===== src/rtl/i2c_target_responder_if.sv =====
// I2C target responder bus bundle: pins, rx stream, tx holding handshake
// and event pulses.
interface i2c_target_responder_if;
    logic       scl_i;
    logic       sda_i;
    logic       sda_o;
    logic [7:0] rx_data;
    logic       rx_valid;
    logic       rx_first;
    logic [7:0] tx_data;
    logic       tx_valid;
    logic       tx_ready;
    logic       tx_underflow;
    logic       start_det;
    logic       stop_det;
    logic       nack_seen;
    logic       busy;

    modport slave (
        input  scl_i, sda_i, tx_data, tx_valid,
        output sda_o, rx_data, rx_valid, rx_first, tx_ready,
        output tx_underflow, start_det, stop_det, nack_seen, busy
    );

    modport master (
        output scl_i, sda_i, tx_data, tx_valid,
        input  sda_o, rx_data, rx_valid, rx_first, tx_ready,
        input  tx_underflow, start_det, stop_det, nack_seen, busy
    );
endinterface


===== src/rtl/i2c_target_responder.sv =====
// Single-address I2C target: synchronized SCL/SDA, open-drain SDA,
// write bytes streamed as rx pulses, read bytes from a one-entry tx hold.
module i2c_target_responder #(
    parameter logic [6:0] SLAVE_ADDR   = 7'h22,
    parameter int         SYNC_STAGES  = 2,
    parameter logic [7:0] TX_IDLE_BYTE = 8'hFF
) (
    input  logic                  clk,
    input  logic                  rst,
    i2c_target_responder_if.slave bus
);
    typedef enum logic [2:0] {
        IDLE, ADDR, ADDR_ACK, WRITE, WRITE_ACK, READ, READ_ACK
    } state_t;

    state_t                 state;
    logic [SYNC_STAGES-1:0] scl_sync, sda_sync;
    logic                   scl_q, sda_q;
    logic                   scl_s, sda_s;
    logic                   scl_rise, scl_fall, start_c, stop_c;
    logic [7:0]             shreg, hold_data, next_byte;
    logic [2:0]             cnt;
    logic                   hold_full, slot, rw, first, load_now;
    logic                   sda_r, busy_r, rx_valid_r, rx_first_r;
    logic                   uflow_r, start_r, stop_r, nack_r;
    logic [7:0]             rx_data_r;

    assign scl_s     = scl_sync[SYNC_STAGES-1];
    assign sda_s     = sda_sync[SYNC_STAGES-1];
    assign scl_rise  = scl_s & ~scl_q;
    assign scl_fall  = ~scl_s & scl_q;
    assign start_c   = scl_s & scl_q & sda_q & ~sda_s;
    assign stop_c    = scl_s & scl_q & ~sda_q & sda_s;
    assign next_byte = hold_full ? hold_data : TX_IDLE_BYTE;
    // Shift register reload point: end of address ACK (read) or master ACK
    assign load_now  = scl_fall & ~start_c & ~stop_c & slot &
                       ((state == ADDR_ACK & rw) | (state == READ_ACK));

    assign bus.sda_o        = sda_r;
    assign bus.busy         = busy_r;
    assign bus.rx_data      = rx_data_r;
    assign bus.rx_valid     = rx_valid_r;
    assign bus.rx_first     = rx_first_r;
    assign bus.tx_ready     = ~hold_full;
    assign bus.tx_underflow = uflow_r;
    assign bus.start_det    = start_r;
    assign bus.stop_det     = stop_r;
    assign bus.nack_seen    = nack_r;

    // Synchronize the bus pins and keep one delayed copy for edge detection
    always_ff @(posedge clk or negedge rst) begin
        if (!rst) begin
            scl_sync <= '1;
            sda_sync <= '1;
            scl_q    <= 1'b1;
            sda_q    <= 1'b1;
        end else begin
            scl_sync <= {scl_sync[SYNC_STAGES-2:0], bus.scl_i};
            sda_sync <= {sda_sync[SYNC_STAGES-2:0], bus.sda_i};
            scl_q    <= scl_s;
            sda_q    <= sda_s;
        end
    end

    // One-entry tx holding register; a new byte wins over a same-cycle empty
    always_ff @(posedge clk or negedge rst) begin
        if (!rst) begin
            hold_full <= 1'b0;
            hold_data <= 8'h00;
        end else begin
            if (load_now)
                hold_full <= 1'b0;
            if (bus.tx_valid && !hold_full) begin
                hold_data <= bus.tx_data;
                hold_full <= 1'b1;
            end
        end
    end

    // Protocol FSM; START/STOP override bit processing in the same cycle
    always_ff @(posedge clk or negedge rst) begin
        if (!rst) begin
            state      <= IDLE;
            shreg      <= 8'h00;
            cnt        <= 3'd7;
            slot       <= 1'b0;
            rw         <= 1'b0;
            first      <= 1'b0;
            sda_r      <= 1'b1;
            busy_r     <= 1'b0;
            rx_data_r  <= 8'h00;
            rx_valid_r <= 1'b0;
            rx_first_r <= 1'b0;
            uflow_r    <= 1'b0;
            start_r    <= 1'b0;
            stop_r     <= 1'b0;
            nack_r     <= 1'b0;
        end else begin
            rx_valid_r <= 1'b0;
            rx_first_r <= 1'b0;
            uflow_r    <= 1'b0;
            start_r    <= 1'b0;
            stop_r     <= 1'b0;
            nack_r     <= 1'b0;
            if (start_c) begin
                state   <= ADDR;
                cnt     <= 3'd7;
                slot    <= 1'b0;
                sda_r   <= 1'b1;
                start_r <= 1'b1;
            end else if (stop_c) begin
                state  <= IDLE;
                slot   <= 1'b0;
                sda_r  <= 1'b1;
                busy_r <= 1'b0;
                stop_r <= 1'b1;
            end else begin
                unique case (state)
                    IDLE: ;
                    ADDR: if (scl_rise) begin
                        shreg <= {shreg[6:0], sda_s};
                        cnt   <= cnt - 3'd1;
                        if (cnt == 3'd0) begin
                            if (shreg[6:0] == SLAVE_ADDR) begin
                                busy_r <= 1'b1;
                                rw     <= sda_s;
                                slot   <= 1'b0;
                                state  <= ADDR_ACK;
                            end else begin
                                busy_r <= 1'b0;
                                state  <= IDLE;
                            end
                        end
                    end
                    ADDR_ACK: if (scl_fall) begin
                        if (!slot) begin
                            sda_r <= 1'b0;
                            slot  <= 1'b1;
                        end else begin
                            slot <= 1'b0;
                            cnt  <= 3'd7;
                            if (rw) begin
                                state <= READ;
                            end else begin
                                sda_r <= 1'b1;
                                first <= 1'b1;
                                state <= WRITE;
                            end
                        end
                    end
                    WRITE: if (scl_rise) begin
                        shreg <= {shreg[6:0], sda_s};
                        cnt   <= cnt - 3'd1;
                        if (cnt == 3'd0) begin
                            rx_data_r  <= {shreg[6:0], sda_s};
                            rx_valid_r <= 1'b1;
                            rx_first_r <= first;
                            first      <= 1'b0;
                            slot       <= 1'b0;
                            state      <= WRITE_ACK;
                        end
                    end
                    WRITE_ACK: if (scl_fall) begin
                        if (!slot) begin
                            sda_r <= 1'b0;
                            slot  <= 1'b1;
                        end else begin
                            sda_r <= 1'b1;
                            slot  <= 1'b0;
                            cnt   <= 3'd7;
                            state <= WRITE;
                        end
                    end
                    READ: if (scl_fall) begin
                        if (cnt == 3'd0) begin
                            sda_r <= 1'b1;
                            slot  <= 1'b0;
                            state <= READ_ACK;
                        end else begin
                            sda_r <= shreg[6];
                            shreg <= {shreg[6:0], 1'b0};
                            cnt   <= cnt - 3'd1;
                        end
                    end
                    READ_ACK: begin
                        if (scl_rise) begin
                            if (sda_s) begin
                                nack_r <= 1'b1;
                                busy_r <= 1'b0;
                                state  <= IDLE;
                            end else begin
                                slot <= 1'b1;
                            end
                        end else if (scl_fall && slot) begin
                            slot  <= 1'b0;
                            cnt   <= 3'd7;
                            state <= READ;
                        end
                    end
                    default: state <= IDLE;
                endcase
                if (load_now) begin
                    shreg   <= next_byte;
                    sda_r   <= next_byte[7];
                    uflow_r <= ~hold_full;
                end
            end
        end
    end
endmodule

===== src/flat_wrapper.sv =====
// flat-port wrapper written by rule: the top's interface ports become plain ports
module i2c_target_responder_flat 
#(
    parameter logic [6:0] SLAVE_ADDR   = 7'h22,
    parameter int         SYNC_STAGES  = 2,
    parameter logic [7:0] TX_IDLE_BYTE = 8'hFF
)
  (clk, rst, bus_scl_i, bus_sda_i, bus_tx_data, bus_tx_valid, bus_sda_o, bus_rx_data, bus_rx_valid, bus_rx_first, bus_tx_ready, bus_tx_underflow, bus_start_det, bus_stop_det, bus_nack_seen, bus_busy);
  i2c_target_responder_if bus_i ();
  input  logic clk;
  input  logic rst;
  input wire logic [$bits(bus_i.scl_i)-1:0] bus_scl_i;
  input wire logic [$bits(bus_i.sda_i)-1:0] bus_sda_i;
  input wire logic [$bits(bus_i.tx_data)-1:0] bus_tx_data;
  input wire logic [$bits(bus_i.tx_valid)-1:0] bus_tx_valid;
  output wire logic [$bits(bus_i.sda_o)-1:0] bus_sda_o;
  output wire logic [$bits(bus_i.rx_data)-1:0] bus_rx_data;
  output wire logic [$bits(bus_i.rx_valid)-1:0] bus_rx_valid;
  output wire logic [$bits(bus_i.rx_first)-1:0] bus_rx_first;
  output wire logic [$bits(bus_i.tx_ready)-1:0] bus_tx_ready;
  output wire logic [$bits(bus_i.tx_underflow)-1:0] bus_tx_underflow;
  output wire logic [$bits(bus_i.start_det)-1:0] bus_start_det;
  output wire logic [$bits(bus_i.stop_det)-1:0] bus_stop_det;
  output wire logic [$bits(bus_i.nack_seen)-1:0] bus_nack_seen;
  output wire logic [$bits(bus_i.busy)-1:0] bus_busy;
  assign bus_i.scl_i = bus_scl_i;
  assign bus_i.sda_i = bus_sda_i;
  assign bus_i.tx_data = bus_tx_data;
  assign bus_i.tx_valid = bus_tx_valid;
  assign bus_sda_o = bus_i.sda_o;
  assign bus_rx_data = bus_i.rx_data;
  assign bus_rx_valid = bus_i.rx_valid;
  assign bus_rx_first = bus_i.rx_first;
  assign bus_tx_ready = bus_i.tx_ready;
  assign bus_tx_underflow = bus_i.tx_underflow;
  assign bus_start_det = bus_i.start_det;
  assign bus_stop_det = bus_i.stop_det;
  assign bus_nack_seen = bus_i.nack_seen;
  assign bus_busy = bus_i.busy;
  i2c_target_responder #(.SLAVE_ADDR(SLAVE_ADDR), .SYNC_STAGES(SYNC_STAGES), .TX_IDLE_BYTE(TX_IDLE_BYTE)) u_core (.clk(clk), .rst(rst), .bus(bus_i));
endmodule

===== config.mk =====
export PLATFORM = sky130hd
export DESIGN_NAME = i2c_target_responder_flat
export DESIGN_NICKNAME = d
export VERILOG_FILES = /design/src/rtl/i2c_target_responder_if.sv /design/src/rtl/i2c_target_responder.sv /design/src/flat_wrapper.sv
export SDC_FILE = /design/constraint.sdc
export NUM_CORES = 1
export LEC_CHECK = 0
export ABC_AREA = 0
export CAP_MARGIN = 40
export CORE_AREA = 3 3 84 86
export CTS_CLUSTER_SIZE = 20
export DETAILED_ROUTE_END_ITERATION = 6
export DIE_AREA = 0 0 87 89
export GPL_TIMING_DRIVEN = 0
export PLACE_DENSITY_LB_ADDON = 0.15
export RECOVER_POWER = 100
export SYNTH_ARGS = -nofsm -noshare
export SYNTH_HDL_FRONTEND = slang
export SYNTH_SLANG_ARGS = --single-unit

===== constraint.sdc =====
create_clock -name clk -period 1.9 [get_ports clk]
set_input_delay 0.475 -clock clk [delete_from_list [all_inputs] [get_ports clk]]
set_output_delay 0.475 -clock clk [all_outputs]
set_load 0.05 [all_outputs]

==> qor.yml, run 1 <==
fmax_mhz: 520.9
core_area_mm2: 0.006350
hold_viol: 0
dp_cells: 344
grt_pass1_wl_um: 10050
startpoint_type: "register"
netlist_area_mm2: 0.002535
synth-warning-count: 0
design_area_mm2: 0.003272
pre_cts_ws_ps: -247.2
die_y_um: 89
cts-htree-levels: 2
cp.arrival_ps: 2110
ir_drop_v: 0.0004850
numCtsBuffers: 5
worstPathMaxFanout: 4
synth_ff_type: "dfrtp_1"
drtAntennaViolNets: 0
drt_iter0_drc: 102
start_util_pct: 39.92
firstDrtPassIters: 4
synth_top_cell_by_area: "dfrtp_1"
reg2reg_to: "u_core.state[0]"
grt_max_degree: 29
period_minus_slack_ps: 1920
grt_pass1_vias: 1998
grt_util_met2_pct: 25.26
cts_buffer_depth: 2
wirelength_um: 6136
clkSlewWorstSetupHoldPaths_ps: 90
synth_top_area_share_pct: 36.53
placed_area_mm2: 0.002937
rsz0062_at_grt: "true"
num_vias: 2015
avgSynthCellArea_um2: 10.70
crit_type: "reg2reg"
hpwl_um: 4193
synth_common_cells: "dfrtp_1, nor2_1, a21oi_1, nand2_1"
antenna_found_initial: 0
gp_congestion: 0.9132
final_core_util_pct: 51.53
hold_path_class: "in2async"
status: "finished with violations"
nNetsFinal: 304
synth_edf_count: 0
detail_route.wl_per_cell_um: 16.72
async_flop_share_pct: 100.0
failed_checks: "negative setup slack"
rrSetupSlack_ps: -20
synth-seq-cells: 47
worstReg2RegStart: "u_core.cnt[1]"
drc_errors: 0
clk_latency_ps: 300
die_w_um: 87
cts_root_buf: "clkbuf_8"
reg2regPathDepth: 7
relSlewSlack_pct: 32.20
final_cells: 367
drive_gt1_share_pct: 32.07
worst_pin_slew_ps: 1017
synth.net_count: 252
num_rows: 29
overflow: 0
finalCritPeriodShare_pct: 101.0
cp.required_ps: 2090
area_delta_synth_final_pct: 29.07
diodes: 0
slew_viol_final: 0
fill_cells: 592
power.leakage_uw: 0.001562
end_kind: "register"
setup_viol_count_final: 3
p_per_area_mw_per_mm2: 710.8
synth-seq-area-share_pct: 46.89
track_usage_pct: 16.64
ys_types: 62
tritoncts: "done"
synthTopCellsByArea: "dfrtp_1, dfstp_2, mux2_4"
grtUsageMet3_pct: 3.318
portBuffers: 29
totalPowerFinal_uw: 2326
clock-skew-final_ps: 7.528
io_pins: 30
dieArea_mm2: 0.007743
viasPerCell: 5.490
synth.most_common_cell: "dfrtp_1"
setup_slack_ps: -19.68
cts_sinks: 47
synthCells: 237
use_met1_pct: 23.93
busiest_layer: "met2"
maxCapViolations: 0
area by class of cell:
type | instances | area, µm² | area share [%]
Clock buffer | 6 | 82.58 | 2.524
Clock inverter | 2 | 13.76 | 0.4206
Timing Repair Buffer | 45 | 410.4 | 12.54
Tap cell | 77 | 96.34 | 2.945
Sequential cell | 47 | 1189 | 36.33
Buffer | 15 | 105.1 | 3.212
Inverter | 8 | 30.03 | 0.9178
Multi-Input combinational cell | 167 | 1345 | 41.11
flip-flops by register name, summed over array words and instances (netlist names):
name	cells
u_core.sda_sync	2
u_core.hold_data	8
u_core.state	3
u_core.rw	1
u_core.bus.rx_valid	1
u_core.bus.stop_det	1
u_core.bus.nack_seen	1
u_core.sda_q	1
u_core.bus.tx_underflow	1
u_core.bus.rx_first	1
u_core.slot	1
u_core.shreg	7
u_core.scl_sync	2
u_core.bus.sda_o	1
u_core.bus.start_det	1
u_core.first	1
u_core.cnt	3
u_core.hold_full	1
u_core.scl_q	1
u_core.bus.busy	1
u_core.bus.rx_data	8
logic make-up after synthesis:
family / count (synthesis) / synth area share (%)
and+or+nand+nor: 72 / 15.75
AOI/OAI and AO/OA: 63 / 17.82
DFF: 47 / 46.89
muxes: 28 / 13.18
buffers and inverters: 23 / 4.689
xor gates and xnor gates: 2 / 0.6911
adders and majority gates: 2 / 0.9870
report_power, final:
group	internal [µW]	total, µW	switching, µW
Combinational	215	446	232
Sequential	1140	1230	88.6
Clock	298	651	352
Total	1650	2330	673
critical path, stage by stage, from the launching register on:
cell and delay (ps):
dfstp_2 540, inv_1 50, ha_2 180, and2b_2 240, o221ai_2 130, o31a_1 260
o21ai_1 90, mux2_1 310
metal layers:
layer | vias to the layer above | routed length, µm
met5 | - | 0
met4 | 0 | 96
met3 | 7 | 268
met2 | 41 | 2898
met1 | 993 | 2872
li1 | 974 | -
layout by cell type, fill, tap and decap left out, types with 3 or more instances in the layout:
cell type	count
a21o_1	4
a21oi_1	14
a31oi_1	5
buf_2	3
buf_4	15
buf_6	5
clkbuf_1	3
clkbuf_2	5
clkbuf_8	6
clkdlybuf4s50_1	8
dfrtp_1	37
dfstp_2	9
dlygate4sd2_1	14
dlygate4sd3_1	3
inv_1	6
mux2_2	10
mux2_4	8
mux2i_1	9
nand2_1	12
nand2b_1	6
nor2_1	18
nor2b_1	3
nor2b_4	3
nor3_1	8
o211ai_1	3
o21ai_0	8
o22ai_1	3
per-stage QoR:
| stage | hold WS, ps | setup TNS, ps |
|---|---|---|
| after floorplan | 179.4 | 0 |
| after global placement | 345.4 | -47030 |
| after detailed placement | 347.9 | -4252 |
| after CTS | 128.8 | -182.4 |
| after global routing | 364.8 | -1482 |
| final | 319.5 | -53.68 |
repair_timing:
action                                  CTS  global route
gates resized for setup                  35            22
endpoints found under the setup margin   39            27
pin swaps                                 5             6
cloned                                    1             0
hold buffers                              0             0
setup buffers                            14             0
how the worst max path moves through the flow:
stage	start	endpoint	slack [ps]	cells after the start
after floorplan	u_core.cnt[0]	u_core.shreg[0]	30	7
after global placement	rst	u_core.bus.tx_underflow	-1020	1
after detailed placement	u_core.cnt[0]	u_core.shreg[5]	-250	7
after CTS	u_core.hold_full	bus_tx_ready	-70	2
after global routing	u_core.cnt[1]	u_core.state[0]	-130	7
final	u_core.cnt[1]	u_core.state[0]	-20	7
Note: power is estimated with default switching activity, not from simulation.
==> inputs of run 2 (changes only) <==
--- a/config.mk
+++ b/config.mk
@@ -14,6 +14,7 @@
 export GPL_TIMING_DRIVEN = 0
 export PLACE_DENSITY_LB_ADDON = 0.15
 export RECOVER_POWER = 100
+export REMOVE_ABC_BUFFERS = 1
 export SYNTH_ARGS = -nofsm -noshare
 export SYNTH_HDL_FRONTEND = slang
 export SYNTH_SLANG_ARGS = --single-unit
==> run 2 against run 1 <==
The run now ends clean. Wire length decreased by 7.2%. Utilization down 1.0 points. Setup slack improved by 33 ps. Die area did not move. Worst hold slack worse by 68 ps. Sequential share of layout area increased by 1.0 points. Via count down 2.5%. Clock power shrank 8.1%. Count of clock-buffer cells in the layout decreased by 1. Register-to-register slack better by 30 ps. First-iteration DRC count up 120%. Total power fell by 3.3%. Largest cell class unchanged. Largest power group unchanged.
==> qor.yml, run 2 (synthesis gave the netlist of run 1 again) <==
period_minus_slack_ps: 1886
gp_congestion: 0.8419
num_rows: 29
cts_buffer_depth: 2
setup_viol_count_final: 0
max_stage_delay_ps: 550
path_cells: "inv_2, ha_4, and2b_2, o221ai_2, o31a_1, o21ai_1, mux2_1"
die_y_um: 89
numCtsBuffers: 5
hpwl_um: 3676
cp.arrival_ps: 2080
drc_errors: 0
crit_type: "reg2reg"
cts_sinks: 47
start_util_pct: 39.92
dieArea_mm2: 0.007743
power.leakage_uw: 0.001464
hold_viol: 0
end_kind: "register"
final_common_cell: "dfrtp_1"
hold_path_class: "in2async"
nNetsFinal: 294
p_per_area_mw_per_mm2: 701.1
status: "completed"
clk_latency_ps: 310
drt_iter0_drc: 226
hold_buffers: 0
cts_root_buf: "clkbuf_8"
slew_viol_final: 0
grt_pass1_wl_um: 9052
critPathBufInv: 1
overflow: 0
maxCapViolations: 0
totalNegativeSetupSlack_ps: 0
antenna_found_initial: 0
die_w_um: 87
rrSetupSlack_ps: 10
relSlewSlack_pct: 41.56
final_cells: 356
pre_cts_ws_ps: -502.0
core_area_mm2: 0.006350
tritoncts: "done"
firstDrtPassIters: 4
cpMaxStageDelayCell: "dfstp_2"
cp.required_ps: 2100
rsz0062_at_grt: "true"
final_core_util_pct: 50.50
detail_route.wl_per_cell_um: 16.00
critical_path_depth: 7
clkSlewWorstSetupHoldPaths_ps: 90
finalCritPeriodShare_pct: 99.28
drive_gt1_share_pct: 32.26
num_vias: 1964
clock-skew-final_ps: 5.693
layout_common_cells: "dfrtp_1, nor2_1, buf_4, dlygate4sd2_1, a21oi_1"
grt_max_degree: 32
reg2regPathDepth: 7
area_delta_synth_final_pct: 26.51
drtAntennaViolNets: 0
path_delay_family: "flip-flops"
ir_drop_v: 0.0004073
track_usage_pct: 15.03
io_pins: 30
startpoint_type: "register"
cts-htree-levels: 2
viasPerCell: 5.517
worstPathMaxFanout: 5
setup_slack_ps: 13.75
dp_cells: 330
grt_pass1_vias: 1765
fmax_mhz: 530.2
worst_pin_slew_ps: 876.6
wirelength_um: 5696
portBuffers: 29
diodes: 0
==> run 2: cell types whose count changed in the layout (fill, tap and decap cells not counted), moves of 2 or more <==
cell | before | now
inv_1 | 6 | 4
clkbuf_2 | 5 | 1
buf_4 | 15 | 17
dfrtp_1 | 37 | 34
buf_6 | 5 | 1
dfrtp_4 | 0 | 2
nand2b_1 | 6 | 4
inv_2 | 1 | 3
dlygate4sd2_1 | 14 | 16
clkbuf_1 | 3 | 1
buf_2 | 3 | 0
nand2b_2 | 1 | 3
==> run 2: metrics by stage <==
stage | cell area [µm²] | total power (µW) | hold slack [ps]
2_1_floorplan | 2446 | 1488 | 179.4
3_3_place_gp | 2833 | 1613 | 346.0
3_5_place_dp | 2875 | 1623 | 347.3
4_1_cts | 3078 | 2247 | 98.31
5_1_grt | 3207 | 2373 | 324.9
6_report | 3207 | 2248 | 251.9
==> run 2: layout make-up <==
type                            instances  area, µm²
Inverter                                8      30.03
Clock inverter                          2      13.76
Sequential cell                        47       1197
Fill cell                             583       3143
Clock buffer                            5      68.82
Multi-Input combinational cell        167       1344
Tap cell                               77      96.34
Timing Repair Buffer                   50      456.7
==> run 2: power by group <==
part           internal (µW)  leakage [µW]  total, µW  switching [µW]
registers               1140      0.000592       1250             109
logic                    196      0.000827        399             203
clock network            252     0.0000440        598             345
total                   1590       0.00146       2250             657
==> run 2: repair_timing <==
item / in CTS / in global routing
endpoints found under the setup margin: 45 / 15
buffers inserted: 8 / 11
gates cloned: 0 / 0
resized for setup: 37 / 14
pin swaps: 3 / 3
==> run 2: path summary, 6_finish.rpt <==
path	startpoint	end
min in group clk	u_core.sda_sync[0]	u_core.sda_sync[1]
hold reg to reg	u_core.sda_sync[0]	u_core.sda_sync[1]
hold / removal	rst	u_core.bus.start_det
max in group asynchronous	rst	u_core.hold_data[7]
setup reg to reg	u_core.cnt[0]	u_core.state[0]
setup / recovery	u_core.cnt[0]	u_core.state[0]
==> run 2: metal layers <==
metal / share of wire [%] / GRT usage (%) / vias up / wire length, µm
met2: 45 / 21.33 / 59 / 2574
met1: 48 / 22.16 / 946 / 2728
met3: 5.1 / 3.318 / 9 / 288
li1: - / - / 950 / -
met5: 0 / 0 / - / 0
met4: 1.8 / 5.949 / 0 / 104
==> inputs of run 3 (changes only) <==
--- a/config.mk
+++ b/config.mk
@@ -7,10 +7,9 @@
 export LEC_CHECK = 0
 export ABC_AREA = 0
 export CAP_MARGIN = 40
-export CORE_AREA = 3 3 84 86
-export CTS_CLUSTER_SIZE = 20
+export CORE_AREA = 2 2 83 85
 export DETAILED_ROUTE_END_ITERATION = 6
-export DIE_AREA = 0 0 87 89
+export DIE_AREA = 0 0 85 87
 export GPL_TIMING_DRIVEN = 0
 export PLACE_DENSITY_LB_ADDON = 0.15
 export RECOVER_POWER = 100
==> constraint.sdc (replaced) <==
create_clock -name clk -period 1.95 [get_ports clk]
set_input_delay 0.4875 -clock clk [delete_from_list [all_inputs] [get_ports clk]]
set_output_delay 0.4875 -clock clk [all_outputs]
set_load 0.05 [all_outputs]
==> run 3 against run 2 <==
Cell area up 0.90%. Worst hold slack got worse by 4.9 ps. Register-to-register slack improved by 40 ps. Combinational power rose by 7.3%. Sequential power fell by 3%. Clock skew up 4.6 ps. Largest cell class unchanged.
==> qor.yml, run 3 (synthesis gave the netlist of run 1 again) <==
cts_buffer_depth: 2
period_minus_slack_ps: 1920
wirelength_um: 5922
final_cells: 359
tritoncts: "done"
drtAntennaViolNets: 0
num_vias: 1966
busiest_layer: "met2"
critPathBufInv: 1
p_per_area_mw_per_mm2: 742.6
final_common_cell: "dfrtp_1"
placed_area_mm2: 0.002879
hold_viol: 0
dieArea_mm2: 0.007395
swShare_pct: 28.56
whs_ps: 247.0
max_stage_delay_ps: 790
drive_gt1_share_pct: 31.18
startpoint_type: "register"
ir_drop_v: 0.0003921
fmax_mhz: 520.9
die_y_um: 87
p_seq_share_pct: 50.5
end_kind: "output port"
clock-skew-final_ps: 10.31
setup_viol_count_final: 0
drc_errors: 0
nNetsFinal: 293
drt_iter0_drc: 102
hold_path_class: "in2async"
dp_cells: 333
grt_max_degree: 33
design_area_mm2: 0.003236
cpMaxStageDelayCell: "clkdlybuf4s50_1"
slew_viol_final: 0
viasPerCell: 5.476
portBuffers: 29
relSlewSlack_pct: 42.85
core_area_mm2: 0.006569
numCtsBuffers: 5
start_util_pct: 38.59
grt_util_met2_pct: 24.43
use_met1_pct: 22.02
io_pins: 30
layout_common_cells: "dfrtp_1, nor2_1, buf_4, a21oi_1"
worst_pin_slew_ps: 857.2
num_rows: 30
diodes: 0
firstDrtPassIters: 4
cts_root_buf: "clkbuf_8"
track_usage_pct: 15.69
gp_congestion: 0.8083
path_delay_family: "buffers and inverters"
grtUsageMet3_pct: 3.128
crit_type: "reg2out"
clk_latency_ps: 310
area_delta_synth_final_pct: 27.64
grt_pass1_vias: 1793
totalNegativeSetupSlack_ps: 0
hpwl_um: 3704
p_comb_share_pct: 17.8
cp.arrival_ps: 1430
antenna_found_initial: 0
cts-htree-levels: 2
detail_route.wl_per_cell_um: 16.50
grt_pass1_wl_um: 9114
die_w_um: 85
power.leakage_uw: 0.001493
status: "completed"
overflow: 0
internal_power_uw: 1716
worstPathMaxFanout: 1
maxCapViolations: 0
netSwitchingPower_uw: 686.2
path_cells: "clkdlybuf4s50_1"
final_core_util_pct: 49.26
cp.required_ps: 1460
cts_sinks: 47
rsz0062_at_grt: "true"
p_clk_share_pct: 31.7
clkSlewWorstSetupHoldPaths_ps: 100
finalCritPeriodShare_pct: 98.45
run 3: changes by cell type in the layout (fill, tap and decap cells not counted), sizes merged:
cell and delta:
buf -1, bufinv +1, clkinvlp +1, clkdlybuf4s50 +3, clkinv -1, dlymetal6s2s +3
dlygate4sd2 -6
run 3: metal layers:
layer	part of all wire (%)	wire [µm]	up-vias
met5	0	0	-
met4	1.4	83	0
met3	4.7	279	8
met2	46	2717	56
met1	48	2841	955
li1	-	-	947
run 3: layout make-up:
type / instances / area, µm²
tap: 80 / 100.1
sequential: 47 / 1197
inverter: 8 / 33.78
timing repair buffer: 49 / 460.4
multi-input combinational: 167 / 1328
clock inverter: 3 / 47.55
fill: 612 / 3333
clock buffer: 5 / 68.82
run 3: repair_timing:
action,4_1_cts,5_1_grt
pin swaps,2,7
resized for setup,27,17
hold buffers,0,0
buffers inserted,6,12
endpoints found under the setup margin,38,25
run 3: final timing paths:
| kind | startpoint | end | slack, ps | depth (start not counted) |
|---|---|---|---|---|
| min | rst | u_core.bus.start_det | 250 | 1 |
| max reg2reg | u_core.cnt[0] | u_core.state[0] | 50 | 7 |
| min reg2reg | u_core.sda_sync[0] | u_core.sda_sync[1] | 350 | 0 |
| max in group asynchronous | rst | u_core.hold_full | 440 | 2 |
| min in group clk | u_core.sda_sync[0] | u_core.sda_sync[1] | 350 | 0 |
| max | u_core.bus.start_det | bus_start_det | 30 | 1 |
run 3: power groups by stage:
| stage | clock [µW] | combinational [µW] | sequential, µW |
|---|---|---|---|
| finish | 762 | 428 | 1210 |
| detailed placement | 0 | 354 | 1230 |
| global route | 826 | 474 | 1230 |
| global placement | 0 | 344 | 1220 |
| floorplan | 0 | 227 | 1220 |
| CTS | 787 | 377 | 1210 |
run 3: stage by stage:
stage                     setup WS, ps  power, µW
final                            30.16       2403
after detailed placement        -538.1       1582
after global routing            -36.53       2527
after CTS                        5.750       2369
after floorplan                 -180.5       1450
after global placement           -1010       1568
